### config.mk
export PLATFORM = sky130hd
export DESIGN_NAME = sram_access_controller
export DESIGN_NICKNAME = d
export VERILOG_FILES = /design/src/rtl/sram_access_controller.sv
export SDC_FILE = /design/constraint.sdc
export NUM_CORES = 1
export LEC_CHECK = 0
export BUFFER_PORTS_ARGS = -buffer_cell sky130_fd_sc_hd__buf_2
export CORE_MARGIN = 2
export CORE_UTILIZATION = 41
export CTS_BUF_LIST = sky130_fd_sc_hd__clkbuf_2
export DETAILED_ROUTE_END_ITERATION = 6
export HOLD_SLACK_MARGIN = 0.03
export PLACE_DENSITY = 0.85
export SETUP_SLACK_MARGIN = 0.05
export SYNTH_ARGS = -nofsm -noshare
export SYNTH_HDL_FRONTEND = slang
export SYNTH_SLANG_ARGS = --single-unit
### constraint.sdc
create_clock -name clk -period 1.6 [get_ports clk]
set_input_delay 0.16 -clock clk [delete_from_list [all_inputs] [get_ports clk]]
set_output_delay 0.16 -clock clk [all_outputs]
set_load 0.01 [all_outputs]
### src/rtl/sram_access_controller.sv
// sram_access_controller: serves 32-bit MEM-stage loads/stores as two half-word accesses on a 16-bit SRAM.
module sram_access_controller #(
    parameter int SRAM_WAIT = 2,
    parameter int ADDR_BASE = 1024
) (
    input  logic        clk,
    input  logic        rst,
    input  logic        memReadEn,
    input  logic        memWriteEn,
    input  logic [31:0] address,
    input  logic [31:0] writeData,
    output logic [31:0] readData,
    output logic        ready,
    output logic [17:0] sram_addr,
    input  logic [15:0] sram_dq_in,
    output logic [15:0] sram_dq_out,
    output logic        sram_dq_oe,
    output logic        sram_we_n
);
    typedef enum logic [1:0] {IDLE, LOW, HIGH, DONE} state_t;
    localparam logic [3:0] LAST = 4'(SRAM_WAIT - 1);
    state_t      state;
    logic [3:0]  cnt;
    logic        op_write;
    logic [16:0] word_q;
    logic [16:0] word;
    logic        req;
    logic        last;
    logic        busy;
    assign req  = memReadEn | memWriteEn;
    assign word = 17'((address - 32'(ADDR_BASE)) >> 2);
    assign last = cnt == LAST;
    assign busy = state == LOW || state == HIGH;
    // ready drops in the same cycle a request appears so the pipeline freezes at once
    assign ready = ~req | (state == DONE);
    always_comb begin
        sram_addr   = {word_q, state == HIGH};
        sram_we_n   = ~(busy & op_write);
        sram_dq_oe  = busy & op_write;
        sram_dq_out = !op_write ? 16'h0 : state == LOW ? writeData[15:0] : state == HIGH ? writeData[31:16] : 16'h0;
    end
    always_ff @(posedge clk) begin
        if (rst) begin
            state    <= IDLE;
            cnt      <= 4'd0;
            op_write <= 1'b0;
            word_q   <= 17'd0;
            readData <= 32'd0;
        end else begin
            case (state)
                IDLE: if (req) begin
                    op_write <= memWriteEn;
                    word_q   <= word;
                    cnt      <= 4'd0;
                    state    <= LOW;
                end
                LOW: if (last) begin
                    cnt   <= 4'd0;
                    state <= HIGH;
                    if (!op_write) readData[15:0] <= sram_dq_in;
                end else cnt <= cnt + 4'd1;
                HIGH: if (last) begin
                    cnt   <= 4'd0;
                    state <= DONE;
                    if (!op_write) readData[31:16] <= sram_dq_in;
                end else cnt <= cnt + 4'd1;
                default: state <= IDLE;
            endcase
        end
    end
endmodule

# == Yosys cells after proc, flatten, opt, wreduce, memory -nomap -nowiden ==
# Cells that the tools add are included.
# word_totals
reg_bits,56
inputBits,84
out_inout_bits,69
# op_classes
add_sub_neg,2
eq_ne,7
n_mux,10
n_bitwise,6
reduce_logical,9
# op_table
operator,count
16-bit two-way mux,3
"19-bit by 11-bit subtractor with 19-bit output, second input constant",1
3-bit AND reduction,3
4-bit two-way mux,2
4-bit one-hot mux with 2 select lines,1
2-bit two-way mux,3
2-bit one-hot mux with 3 select lines,1
"4-bit by 1-bit adder with 4-bit output, second input constant",1
"2-bit equality test, second input constant",2
"4-bit by 1-bit equality test with 1-bit output, second input constant",1
"2-bit inequality test, second input constant",2
2-bit AND reduction,2
1-bit inverter,3
"2-bit by 1-bit equality test with 1-bit output, second input constant",1
2-bit zero test,1
"2-bit by 1-bit inequality test with 1-bit output, second input constant",1
1-bit bitwise OR,2
2-bit nonzero test,1
2-bit OR reduction,1
1-bit bitwise AND,1
1-bit logical OR,1

# == Depth between registers and ports, before layout ==
# logic_depth
word_depth,4
mapped_depth,7

# == Worst setup path after synthesis ==
# No wires, ideal clock.
# synth_timing
path_type,reg-to-output
startpoint,register state[0]
endpoint,output sram_dq_out[10]
t_arrival_ps,1595
t_required_ps,1440
setup_slack_ps,-155
path_stages_with_launch,7
path_buffers,1
cell_sequence,dfxtp_1 > inv_1 > ha_1 > nor2b_1 > clkbuf_1 > a22oi_1 > nor2b_1
# synth_via
elab_chain_cells,4
# synth_lines
item,line,text
"start, declared",22,state_t state;
"start signal, assigned",44,state <= IDLE;
"start signal, assigned",55,state <= LOW;
"start signal, assigned",59,state <= HIGH;
2-bit equality test,--,
via sram_addr[0],14,"output logic [17:0] sram_addr,"
16-bit two-way mux (3 in a row),40,sram_dq_out = !op_write ? 16'h0 : state == LOW ? writeData[15:0] : state == HIGH ? writeData[31:16] : 16'h0;
"end, declared",16,"output logic [15:0] sram_dq_out,"
# The timed path passes the listed nets, and every way through them passes these cells.

# == Worst setup path in the final report ==
# layout_timing
startpoint,register state[0]
endpoint,output sram_dq_out[12]
# layout_via
elab_chain_cells,4
# layout_lines
item,line
2-bit equality test,40
16-bit two-way mux,40
16-bit two-way mux * (2 in a row),40
# Every way passes the cells marked *; elsewhere a longest branch is shown, timed or not.

==> impl_metrics.ini <==
[layout]
finish.instance_area_sq_um = 4190
fin_nets = 582
utilization = 0.663
final_cell_mix = sky130_fd_sc_hd__buf_2, sky130_fd_sc_hd__nand2_1, sky130_fd_sc_hd__dfxtp_1
fillers = 504
multi_input_area_sq_um = 1540
area_overhead_of_the_layout_relative_to_synthesis_pct = 58.0
commonest_non_fill_non_tap_cell_in_the_layout = sky130_fd_sc_hd__buf_2
area_occupied_by_registers_sq_um = 1130
instances_no_fill = 568
final_layout_size_suffix_gt1_frac = 0.407
antenna_cells_inserted = 0

[placement]
place_worst_setup_slack_ns = 0.00235
gp_congestion = 0.750
io_buffer_count = 137
number_of_cells_in_the_design_after_placement = 515
post_dp_cell_area_sq_um = 3520
dpl.hpwl_mm = 4.97

[detailed_routing]
drc = 0
met3_length_um = 488
postRouteAntennaNets = 0
detailroute.wirelength.met2_mm = 4.10
drt_iter0_drc = 67
per_cell_routed_wire_length_um = 13.6
vias_per_cell = 5.01
num_vias = 2845
detail_route.first_pass.iterations = 4
met1Wirelength_mm = 3.08
routed_wirelength_mm = 7.74
top_layer = met4

[power]
power_density_nw_per_um2 = 1160
peakVddDrop_v = 0.000756
total_leakage_power_nw = 2.01
total_power_mw = 4.84

[worst_setup_path]
cp-startpoint = state[0]
critical_path_class = reg -> out
end_kind = primary output
timing.critical_path.arrival_ns = 1.82
crit-reg2reg-launch = state[0]
critical_path_required_time_ns = 1.44
critPathLaunchType = flip-flop
critPathMaxFanout = 14

[timing]
hold_slack_ns = 0.0753
worstMarginPinSlew_ns = 0.459
finalCritPeriodShare = 1.24
final-setup-viol-count = 21
clock_skew_ns = 0.0284
timing_max_transition_violations_final = 0
min_period_ns = 1.98
timing_hold_violations_final = 0
max-slew-margin-rel = 0.693
unrepaired_setup_endpoints_after_global_routing = yes
max_freq_ghz = 0.506
setup_slack_ns = -0.377
setup_tns_after_final_layout_ns = -5.89

[clock_network]
clockRootBuffer = sky130_fd_sc_hd__clkbuf_2
cts-root-to-sink-buffers = 2
htree_levels = 2
clock_insertion_delay_worst_skew_ns = 0.46
tritoncts = done
cts-buffers-inserted = 5
cts.sinks = 56
worst_setup_hold_path_clk_slew_ns = 0.30

[die]
ports = 153
floorplan.rows = 29
coreArea_sq_um = 6310
initial_core_util = 0.420
floorplan.die.width_um = 84.4
die_y_um = 84.4
die_area_sq_um = 7120

[min_path]
holdCritStartpoint = address[13]
min_path_type = in -> reg

[synth]
mappedNetlistArea_sq_um = 2650
syn_nets = 395
synthCells = 303
synth-seq-cells = 56
synth_async_sr_flop_share = 0
avgSynthCellArea_sq_um = 8.74
synth_largest_area_cell = sky130_fd_sc_hd__dfxtp_1
yosys_warnings = 0
synth.lib_cells_used.distinct = 41
yosysTopAreaCellShare = 0.423
synth_sequential_area_ratio = 0.423
ys_dominant_reg_cell = sky130_fd_sc_hd__dfxtp_1
synth_edf_count = 0
synth.top_cells.by_area = sky130_fd_sc_hd__dfxtp_1, sky130_fd_sc_hd__mux2i_1, sky130_fd_sc_hd__nand2_1, sky130_fd_sc_hd__a22oi_1, sky130_fd_sc_hd__nor2b_1

[grt]
grt_remaining_overflow = 0
grt_start_max_net_pins = 60
grt_first_pass_wirelength_mm = 12.8
global_route.usage.total = 0.216
vias_in_the_first_global_route = 2818
number_of_antenna_violations_at_the_first_check_in_global_routing = 0

[outcome]
violated_checks = setup timing
status = finished, violations left

[job]
drv_cap = 0
sequential cells by signal, indices dropped and copies added, names as in the netlist:
name	cells
state	2
readData	32
op_write	1
word_q	17
cnt	4
cell usage after synthesis (2+ instances only):
| master | count |
|---|---|
| sky130_fd_sc_hd__a211oi_1 | 4 |
| sky130_fd_sc_hd__a21oi_1 | 13 |
| sky130_fd_sc_hd__a22oi_1 | 15 |
| sky130_fd_sc_hd__a31oi_1 | 4 |
| sky130_fd_sc_hd__and2_1 | 3 |
| sky130_fd_sc_hd__buf_2 | 3 |
| sky130_fd_sc_hd__clkbuf_1 | 12 |
| sky130_fd_sc_hd__dfxtp_1 | 56 |
| sky130_fd_sc_hd__ha_1 | 8 |
| sky130_fd_sc_hd__inv_1 | 9 |
| sky130_fd_sc_hd__mux2i_1 | 34 |
| sky130_fd_sc_hd__nand2_1 | 74 |
| sky130_fd_sc_hd__nand4b_1 | 2 |
| sky130_fd_sc_hd__nor2_1 | 4 |
| sky130_fd_sc_hd__nor2b_1 | 18 |
| sky130_fd_sc_hd__nor3b_1 | 2 |
| sky130_fd_sc_hd__o21ai_0 | 9 |
| sky130_fd_sc_hd__o31ai_1 | 4 |
| sky130_fd_sc_hd__or2_2 | 2 |
| sky130_fd_sc_hd__or3_1 | 3 |
| sky130_fd_sc_hd__or3b_2 | 2 |
| sky130_fd_sc_hd__or4_1 | 2 |
| sky130_fd_sc_hd__xnor2_1 | 2 |
power by group:
| part | switching [mW] | internal (mW) | leakage, nW | total [mW] |
|---|---|---|---|---|
| combinational | 1.22 | 1.32 | 1.52 | 2.54 |
| sequential | 0.124 | 1.61 | 0.457 | 1.73 |
| clock | 0.459 | 0.111 | 0.0294 | 0.570 |
| total | 1.81 | 3.04 | 2.01 | 4.84 |
layout make-up:
class	instances	share of cell area
Multi-Input combinational cell	219	0.368
Sequential cell	56	0.269
Inverter	10	0.00957
Clock buffer	5	0.00598
Timing Repair Buffer	198	0.319
Clock inverter	3	0.00508
Tap cell	77	0.0230
logic make-up after synthesis:
family | after synthesis | synth area share
simple gates | 118 | 0.217
compound gates | 56 | 0.137
flops | 56 | 0.423
mux | 34 | 0.128
buf+inv | 28 | 0.0472
fa+ha+maj | 8 | 0.0378
xor+xnor | 3 | 0.00992
worst max-delay path, cell delays in order (launching register included):
cell	delay [ns]
sky130_fd_sc_hd__dfxtp_2	0.42
sky130_fd_sc_hd__buf_12	0.13
sky130_fd_sc_hd__ha_4	0.17
sky130_fd_sc_hd__nor2b_4	0.15
sky130_fd_sc_hd__buf_12	0.15
sky130_fd_sc_hd__a22oi_1	0.07
sky130_fd_sc_hd__nor2b_1	0.13
sky130_fd_sc_hd__buf_2	0.15
metal layers:
metal	global-route usage	vias to the layer above
li1	-	1416
met1	0.232	1319
met5	0	-
met4	0.0563	0
met3	0.0511	7
met2	0.421	103
final timing paths:
kind	endpoint	cells past startpoint	slack, ns
worst min-delay path	word_q[11]	3	0.08
worst max register to register	cnt[0]	7	-0.03
worst min register to register	word_q[4]	2	0.47
worst max-delay path	sram_dq_out[12]	7	-0.38
timing repair:
item | 4_1_cts | 5_1_grt
gates resized for setup | 31 | 5
setup buffers | 11 | 0
endpoints found under the setup margin | 33 | 56
pin swaps | 7 | 2
hold buffers | 35 | 0
hold endpoints to repair | 49 | 0
(Power assumes the default switching activity.)
